[src/rtl/mem_arbiter_if.sv]
// mem_arbiter_if: bundles the datapath-side request/response signals and the
// RAM-side strobes/status used by mem_arbiter.
//   slave  : arbiter view (takes requests + RAM status, drives loads/waits/strobes)
//   master : datapath + RAM model view (the mirror image)
// Signals: iREN/iaddr/iload/iwait (fetch port), dREN/dWEN/daddr/dstore/dload/dwait
// (data port), halt, ramREN/ramWEN/ramaddr/ramstore/ramload/ramstate (RAM), err.
interface mem_arbiter_if #(
  parameter int ADDR_W = 32,
  parameter int DATA_W = 32
);
  logic              iREN;
  logic [ADDR_W-1:0] iaddr;
  logic [DATA_W-1:0] iload;
  logic              iwait;
  logic              dREN;
  logic              dWEN;
  logic [ADDR_W-1:0] daddr;
  logic [DATA_W-1:0] dstore;
  logic [DATA_W-1:0] dload;
  logic              dwait;
  logic              halt;
  logic              ramREN;
  logic              ramWEN;
  logic [ADDR_W-1:0] ramaddr;
  logic [DATA_W-1:0] ramstore;
  logic [DATA_W-1:0] ramload;
  logic [1:0]        ramstate;
  logic              err;

  modport slave (
    input  iREN, iaddr, dREN, dWEN, daddr, dstore, halt, ramload, ramstate,
    output iload, iwait, dload, dwait, ramREN, ramWEN, ramaddr, ramstore, err
  );

  modport master (
    output iREN, iaddr, dREN, dWEN, daddr, dstore, halt, ramload, ramstate,
    input  iload, iwait, dload, dwait, ramREN, ramWEN, ramaddr, ramstore, err
  );
endinterface

[src/rtl/mem_arbiter.sv]
// mem_arbiter: arbitrates instruction fetches and data reads/writes onto a
// single-ported, variable-latency RAM and stalls the datapath via iwait/dwait.
// Ports:
//   CLK        rising-edge clock
//   nRST       asynchronous active-low reset
//   bus        mem_arbiter_if.slave (fetch port, data port, halt, RAM side, err)
//   icount, dcount, stallcount  (only with MEM_STATS_EN) saturating counters
// Optional feature macro: MEM_STATS_EN.
module mem_arbiter #(
  parameter int ADDR_W  = 32,
  parameter int DATA_W  = 32,
  parameter int TIMEOUT = 255
) (
  input  logic         CLK,
  input  logic         nRST,
  mem_arbiter_if.slave bus
`ifdef MEM_STATS_EN
  ,
  output logic [31:0]  icount,
  output logic [31:0]  dcount,
  output logic [31:0]  stallcount
`endif
);
  localparam logic [1:0] S_IDLE  = 2'd0;
  localparam logic [1:0] S_DATA  = 2'd1;
  localparam logic [1:0] S_INSTR = 2'd2;

  localparam logic [1:0] RS_ACCESS = 2'd2;
  localparam logic [1:0] RS_ERROR  = 2'd3;

  localparam int            TW      = $clog2(TIMEOUT + 2);
  localparam logic [TW-1:0] TMO_LIM = TW'(TIMEOUT);

  logic [1:0]        r_state;
  logic              r_last_data;
  logic [TW-1:0]     r_tmo;
  logic              r_err;
  logic              r_ramREN;
  logic              r_ramWEN;
  logic [ADDR_W-1:0] r_ramaddr;
  logic [DATA_W-1:0] r_ramstore;
  logic [DATA_W-1:0] r_iload;
  logic [DATA_W-1:0] r_dload;

  logic              w_dreq;
  logic              w_ireq;
  logic              w_grant_d;
  logic              w_grant_i;
  logic              w_in_grant;
  logic              w_req_held;
  logic              w_done;
  logic              w_fail;
  logic              w_abort;
  logic              w_ddone;
  logic              w_idone;
  logic [DATA_W-1:0] w_load;

  always_comb begin
    w_dreq     = bus.dREN | bus.dWEN;
    w_ireq     = bus.iREN & ~bus.halt;
    // Both pending: grant whichever port did not complete last.
    w_grant_d  = w_dreq & (~w_ireq | ~r_last_data);
    w_grant_i  = w_ireq & (~w_dreq | r_last_data);
    w_in_grant = (r_state == S_DATA) | (r_state == S_INSTR);
    w_req_held = (r_state == S_DATA) ? w_dreq : bus.iREN;
    // Completion needs the request still present; a dropped request is an abort.
    w_done     = w_in_grant & w_req_held &
                 ((bus.ramstate == RS_ACCESS) | (bus.ramstate == RS_ERROR) | (r_tmo == TMO_LIM));
    w_fail     = w_done & (bus.ramstate != RS_ACCESS);
    w_abort    = w_in_grant & ~w_req_held;
    w_ddone    = w_done & (r_state == S_DATA);
    w_idone    = w_done & (r_state == S_INSTR);
    w_load     = w_fail ? '0 : bus.ramload;
  end

  assign bus.iwait    = ~w_idone;
  assign bus.dwait    = ~w_ddone;
  assign bus.iload    = w_idone ? w_load : r_iload;
  assign bus.dload    = (w_ddone & r_ramREN) ? w_load : r_dload;
  assign bus.ramREN   = r_ramREN;
  assign bus.ramWEN   = r_ramWEN;
  assign bus.ramaddr  = r_ramaddr;
  assign bus.ramstore = r_ramstore;
  assign bus.err      = r_err;

  always_ff @(posedge CLK or negedge nRST) begin
    if (!nRST) begin
      r_state     <= S_IDLE;
      r_last_data <= 1'b0;
      r_tmo       <= '0;
      r_err       <= 1'b0;
      r_ramREN    <= 1'b0;
      r_ramWEN    <= 1'b0;
      r_ramaddr   <= '0;
      r_ramstore  <= '0;
      r_iload     <= '0;
      r_dload     <= '0;
    end else begin
      case (r_state)
        S_IDLE: begin
          r_tmo <= '0;
          if (w_grant_d) begin
            r_state    <= S_DATA;
            r_ramaddr  <= bus.daddr;
            r_ramstore <= bus.dstore;
            // Write wins when both data strobes are raised together.
            r_ramWEN   <= bus.dWEN;
            r_ramREN   <= bus.dREN & ~bus.dWEN;
            if (bus.dREN & bus.dWEN) r_err <= 1'b1;
          end else if (w_grant_i) begin
            r_state   <= S_INSTR;
            r_ramaddr <= bus.iaddr;
            r_ramREN  <= 1'b1;
            r_ramWEN  <= 1'b0;
          end
        end
        S_DATA, S_INSTR: begin
          if (w_done || w_abort) begin
            r_state  <= S_IDLE;
            r_ramREN <= 1'b0;
            r_ramWEN <= 1'b0;
            r_tmo    <= '0;
          end else begin
            r_tmo <= r_tmo + TW'(1);
          end
          if (w_done) begin
            r_last_data <= (r_state == S_DATA);
            if (w_fail) r_err <= 1'b1;
          end
          if (w_idone) r_iload <= w_load;
          if (w_ddone && r_ramREN) r_dload <= w_load;
        end
        default: begin
          r_state  <= S_IDLE;
          r_ramREN <= 1'b0;
          r_ramWEN <= 1'b0;
          r_tmo    <= '0;
        end
      endcase
    end
  end

`ifdef MEM_STATS_EN
  logic [31:0] r_icount;
  logic [31:0] r_dcount;
  logic [31:0] r_stallcount;
  logic        w_stall;

  assign w_stall    = (w_dreq & ~w_ddone) | (bus.iREN & ~w_idone);
  assign icount     = r_icount;
  assign dcount     = r_dcount;
  assign stallcount = r_stallcount;

  always_ff @(posedge CLK or negedge nRST) begin
    if (!nRST) begin
      r_icount     <= '0;
      r_dcount     <= '0;
      r_stallcount <= '0;
    end else begin
      if (w_idone && (r_icount != '1))     r_icount     <= r_icount + 32'd1;
      if (w_ddone && (r_dcount != '1))     r_dcount     <= r_dcount + 32'd1;
      if (w_stall && (r_stallcount != '1)) r_stallcount <= r_stallcount + 32'd1;
    end
  end
`endif
endmodule

[src/flat_wrapper.sv]
// flat-port wrapper written by rule: the top's interface ports become plain ports
module mem_arbiter_flat 
#(
  parameter int ADDR_W  = 32,
  parameter int DATA_W  = 32,
  parameter int TIMEOUT = 255
)
  (CLK, nRST, bus_iREN, bus_iaddr, bus_dREN, bus_dWEN, bus_daddr, bus_dstore, bus_halt, bus_ramload, bus_ramstate, bus_iload, bus_iwait, bus_dload, bus_dwait, bus_ramREN, bus_ramWEN, bus_ramaddr, bus_ramstore, bus_err);
  mem_arbiter_if #(.ADDR_W(ADDR_W), .DATA_W(DATA_W)) bus_i ();
  input  logic CLK;
  input  logic nRST;
  input wire logic [$bits(bus_i.iREN)-1:0] bus_iREN;
  input wire logic [$bits(bus_i.iaddr)-1:0] bus_iaddr;
  input wire logic [$bits(bus_i.dREN)-1:0] bus_dREN;
  input wire logic [$bits(bus_i.dWEN)-1:0] bus_dWEN;
  input wire logic [$bits(bus_i.daddr)-1:0] bus_daddr;
  input wire logic [$bits(bus_i.dstore)-1:0] bus_dstore;
  input wire logic [$bits(bus_i.halt)-1:0] bus_halt;
  input wire logic [$bits(bus_i.ramload)-1:0] bus_ramload;
  input wire logic [$bits(bus_i.ramstate)-1:0] bus_ramstate;
  output wire logic [$bits(bus_i.iload)-1:0] bus_iload;
  output wire logic [$bits(bus_i.iwait)-1:0] bus_iwait;
  output wire logic [$bits(bus_i.dload)-1:0] bus_dload;
  output wire logic [$bits(bus_i.dwait)-1:0] bus_dwait;
  output wire logic [$bits(bus_i.ramREN)-1:0] bus_ramREN;
  output wire logic [$bits(bus_i.ramWEN)-1:0] bus_ramWEN;
  output wire logic [$bits(bus_i.ramaddr)-1:0] bus_ramaddr;
  output wire logic [$bits(bus_i.ramstore)-1:0] bus_ramstore;
  output wire logic [$bits(bus_i.err)-1:0] bus_err;
  assign bus_i.iREN = bus_iREN;
  assign bus_i.iaddr = bus_iaddr;
  assign bus_i.dREN = bus_dREN;
  assign bus_i.dWEN = bus_dWEN;
  assign bus_i.daddr = bus_daddr;
  assign bus_i.dstore = bus_dstore;
  assign bus_i.halt = bus_halt;
  assign bus_i.ramload = bus_ramload;
  assign bus_i.ramstate = bus_ramstate;
  assign bus_iload = bus_i.iload;
  assign bus_iwait = bus_i.iwait;
  assign bus_dload = bus_i.dload;
  assign bus_dwait = bus_i.dwait;
  assign bus_ramREN = bus_i.ramREN;
  assign bus_ramWEN = bus_i.ramWEN;
  assign bus_ramaddr = bus_i.ramaddr;
  assign bus_ramstore = bus_i.ramstore;
  assign bus_err = bus_i.err;
  mem_arbiter #(.ADDR_W(ADDR_W), .DATA_W(DATA_W), .TIMEOUT(TIMEOUT)) u_core (.CLK(CLK), .nRST(nRST), .bus(bus_i));
endmodule
[config.mk]
export PLATFORM = sky130hd
export DESIGN_NAME = mem_arbiter_flat
export DESIGN_NICKNAME = d
export VERILOG_FILES = /design/src/rtl/mem_arbiter_if.sv /design/src/rtl/mem_arbiter.sv /design/src/flat_wrapper.sv
export SDC_FILE = /design/constraint.sdc
export NUM_CORES = 1
export LEC_CHECK = 0
export CORE_UTILIZATION = 30
export DETAILED_ROUTE_END_ITERATION = 16
export GPL_ROUTABILITY_DRIVEN = 1
export PLACE_DENSITY = 0.65
export SYNTH_ARGS = -nofsm -noshare
export SYNTH_HDL_FRONTEND = slang
export SYNTH_SLANG_ARGS = --single-unit
[constraint.sdc]
create_clock -name CLK -period 3.2 [get_ports CLK]
set_clock_uncertainty 0.05 [all_clocks]
set_input_delay 0.64 -clock CLK [delete_from_list [all_inputs] [get_ports CLK]]
set_output_delay 0.64 -clock CLK [all_outputs]
set_load 0.1 [all_outputs]
==> flow_metrics.py <==
metrics = {
    "status": {
        "status": "finished with violations",
        "failed_checks": "setup timing",
    },
    "place": {
        "dp.cells": 1069,
        "port_buffers": 268,
        "globalplace.congestion": 0.733,
        "hpwl_mm": 13.7,
        "place_area_um2": 10600,
        "dp_slack_ns": 0.0219,
    },
    "synthesis": {
        "synthFlopType": "dfrtp_1",
        "syn_inst": 544,
        "ys_seq_area_share_pct": 54.4,
        "synth_area_um2": 6580,
        "synth_edf_count": 0,
        "syn_area_per_cell_um2": 12.1,
        "ys_warn_count": 0,
        "synthesis.nets": 686,
        "synth_cell_types": 37,
        "async_flop_share_pct": 100,
        "ys_ff_latch": 143,
    },
    "cts": {
        "clkTransAtPathRegs_ns": 0.07,
        "cts_buffers": 17,
        "cts_sinks": 143,
        "cts_buffer_depth": 2,
        "clk_latency_ns": 0.42,
        "htreeDepth": 4,
        "cts_root_buffer": "clkbuf_16",
        "cts_tree": "done",
    },
    "setup_path": {
        "crit_cells": 12,
        "arrival_ns": 2.66,
        "reg2regPathDepth": 9,
        "endpoint_kind": "output pin",
        "worst_path_max_delay_cell": "dfrtp_1",
        "crit_path_max_fanout": 8,
        "crit_family": "simple AND/OR/NAND/NOR gates",
        "critical_path_class": "reg -> out",
        "slowest_delay_ns": 0.42,
        "path_cells": "ha_4 > nand2_4 > nor2_4 > and3_4 > ha_4 > nor2_4 > nor4b_4 > buf_4 > buf_12 > nand2_8 > o2bb2ai_4 > buf_12",
        "worst_setup_path_start_kind": "flip-flop",
        "critical_path_required_ns": 2.51,
        "path_buf_inv": 3,
    },
    "layout": {
        "multi_input_area_um2": 4040,
        "finalNonFillerCells": 1160,
        "nets": 1014,
        "n_antenna_cell": 0,
        "seqCellArea_um2": 3580,
        "fillers": 1645,
        "finalInstanceArea_um2": 12700,
        "area_growth_pct": 93.2,
        "drive_gt1_share_pct": 44.7,
    },
    "timing": {
        "fin_crit_sh_pct": 105,
        "rsz0062_at_grt": "true",
        "finalMaxSlewViolations": 0,
        "hold_viol": 0,
        "period_needed_ns": 3.35,
        "fin_ws_ns": -0.149,
        "fmax_ghz": 0.299,
        "tns_ns": -3.61,
        "setup_viol": 42,
        "worst_pin_slew_ns": 0.740,
        "max_slew_margin_pct": 50.7,
    },
    "global_routing": {
        "grt_pass1_vias": 5848,
        "grt_overflow": 0,
        "antenna_found_initial": 0,
        "grt_use_total_pct": 18.8,
        "grt_max_degree": 76,
        "grt_pass1_wl_mm": 32.3,
    },
    "floorplanning": {
        "core_um2": 21300,
        "start_util_pct": 30.9,
        "die_area_um2": 22500,
        "rows": 53,
        "num_io_pins": 269,
        "fp.dieW_um": 150,
        "dieHeight_um": 150,
    },
    "routing": {
        "drcViolationCount": 0,
        "routed_via_density": 4.98,
        "routedWlPerCell_um": 18.9,
        "first_iter_violations": 210,
        "postRouteAntennaNets": 0,
        "finalWirelength_mm": 21.9,
        "dr.pass1.iters": 4,
        "dr_total_vias": 5782,
    },
    "hold_path": {
        "hold_path.class": "in -> async",
    },
    "job": {
        "drv_cap": 0,
    },
}
-- cells in the final DEF (no fill, tap or decap), drive strengths merged, types with 2 or more instances in the layout --
master / Yosys / final
mux2: 32 / 32
xnor2: 3 / 3
nor2: 12 / 12
and3: 2 / 2
nand3b: 2 / 2
xor2: 2 / 2
dfrtp: 143 / 143
a21oi: 3 / 3
o31ai: 2 / 2
nor3: 3 / 3
clkbuf: 13 / 21
clkinv: 0 / 5
a22o: 67 / 67
buf: 31 / 214
ha: 6 / 6
o2bb2ai: 64 / 64
inv: 5 / 14
nand2: 72 / 72
mux2i: 33 / 33
o21ai: 35 / 35
clkdlybuf4s50: 0 / 134
nand3: 4 / 4
-- path summary, 6_finish.rpt --
path / slack, ns / end / start
setup / recovery: -0.15 / bus_dload[14] / u_core.r_tmo[0]
hold / removal: 0.20 / u_core.r_dload[29] / nRST
setup reg to reg: 0.77 / u_core.bus.ramREN / u_core.r_tmo[0]
hold reg to reg: 0.43 / u_core.bus.err / u_core.bus.err
max in group asynchronous: 2.14 / u_core.r_dload[10] / nRST
min in group CLK: 0.43 / u_core.bus.err / u_core.bus.err
-- synthesized netlist by cell type, drive strengths merged (3+ instances only) --
cell	n	area share, %
nand2	72	4.1
nor2	12	0.80
mux2	32	7.1
clkbuf	13	0.74
o2bb2ai	64	8.5
xnor2	3	0.40
ha	6	1.1
dfrtp	143	54
o21ai	35	2.7
a21oi	3	0.23
nor3	3	0.23
a22o	67	8.9
inv	5	0.29
buf	31	2.7
nand3	4	0.30
mux2i	33	5.0
-- repair_timing --
item,4_1_cts,5_1_grt
setup endpoints to repair,66,64
pin swaps,50,60
setup buffers,31,18
resized for setup,96,53
gates cloned,6,4
hold buffers,0,0
-- registers in the layout, summed over array words and instances (netlist names) --
name / cells
u_core.bus.err: 1
u_core.bus.ramREN: 1
u_core.bus.ramWEN: 1
u_core.bus.ramaddr: 32
u_core.bus.ramstore: 32
u_core.r_dload: 32
u_core.r_iload: 32
u_core.r_last_data: 1
u_core.r_state: 2
u_core.r_tmo: 9
-- routing by layer --
layer  GRT usage [%]  up-vias  share of wire (%)
met5               0        -                  0
met2            31.6      231                 50
met4            4.49        0                1.3
li1                -     2684                  -
met1            23.5     2849                 42
met3            5.82       18                6.9
-- layout make-up --
class / instances / share of cell area [%]
Timing Repair Buffer: 353 / 32.6
Multi-Input combinational cell: 352 / 31.8
Sequential cell: 143 / 28.2
Clock buffer: 17 / 3.35
Tap cell: 275 / 2.71
Clock inverter: 15 / 1.32
Inverter: 5 / 0.148
-- logic make-up (layout without fill, tap and decap cells) --
group                    Yosys count  after routing  synth area share, %
flip-flops                       143            143                 54.4
AND/OR/NAND/NOR                  103            103                 7.00
multiplexers                      65             65                 12.2
adder cells (fa/ha/maj)            6              6                 1.14
XOR/XNOR                           5              5                0.666
buffers and inverters             49            390                 3.77
AO/OA/AOI/OAI                    173            173                 20.9
-- per-stage QoR --
stage,hold WS (ns),utilization [%]
floorplan,0.294,-
global placement,0.409,49.6
detailed placement,0.420,49.6
CTS,0.230,56.8
global route,0.247,59.7
finish,0.197,59.7
Power is left out: the tool's default activity adds up to more than one toggle a clock period on the data nets, which glitch-free logic cannot reach.
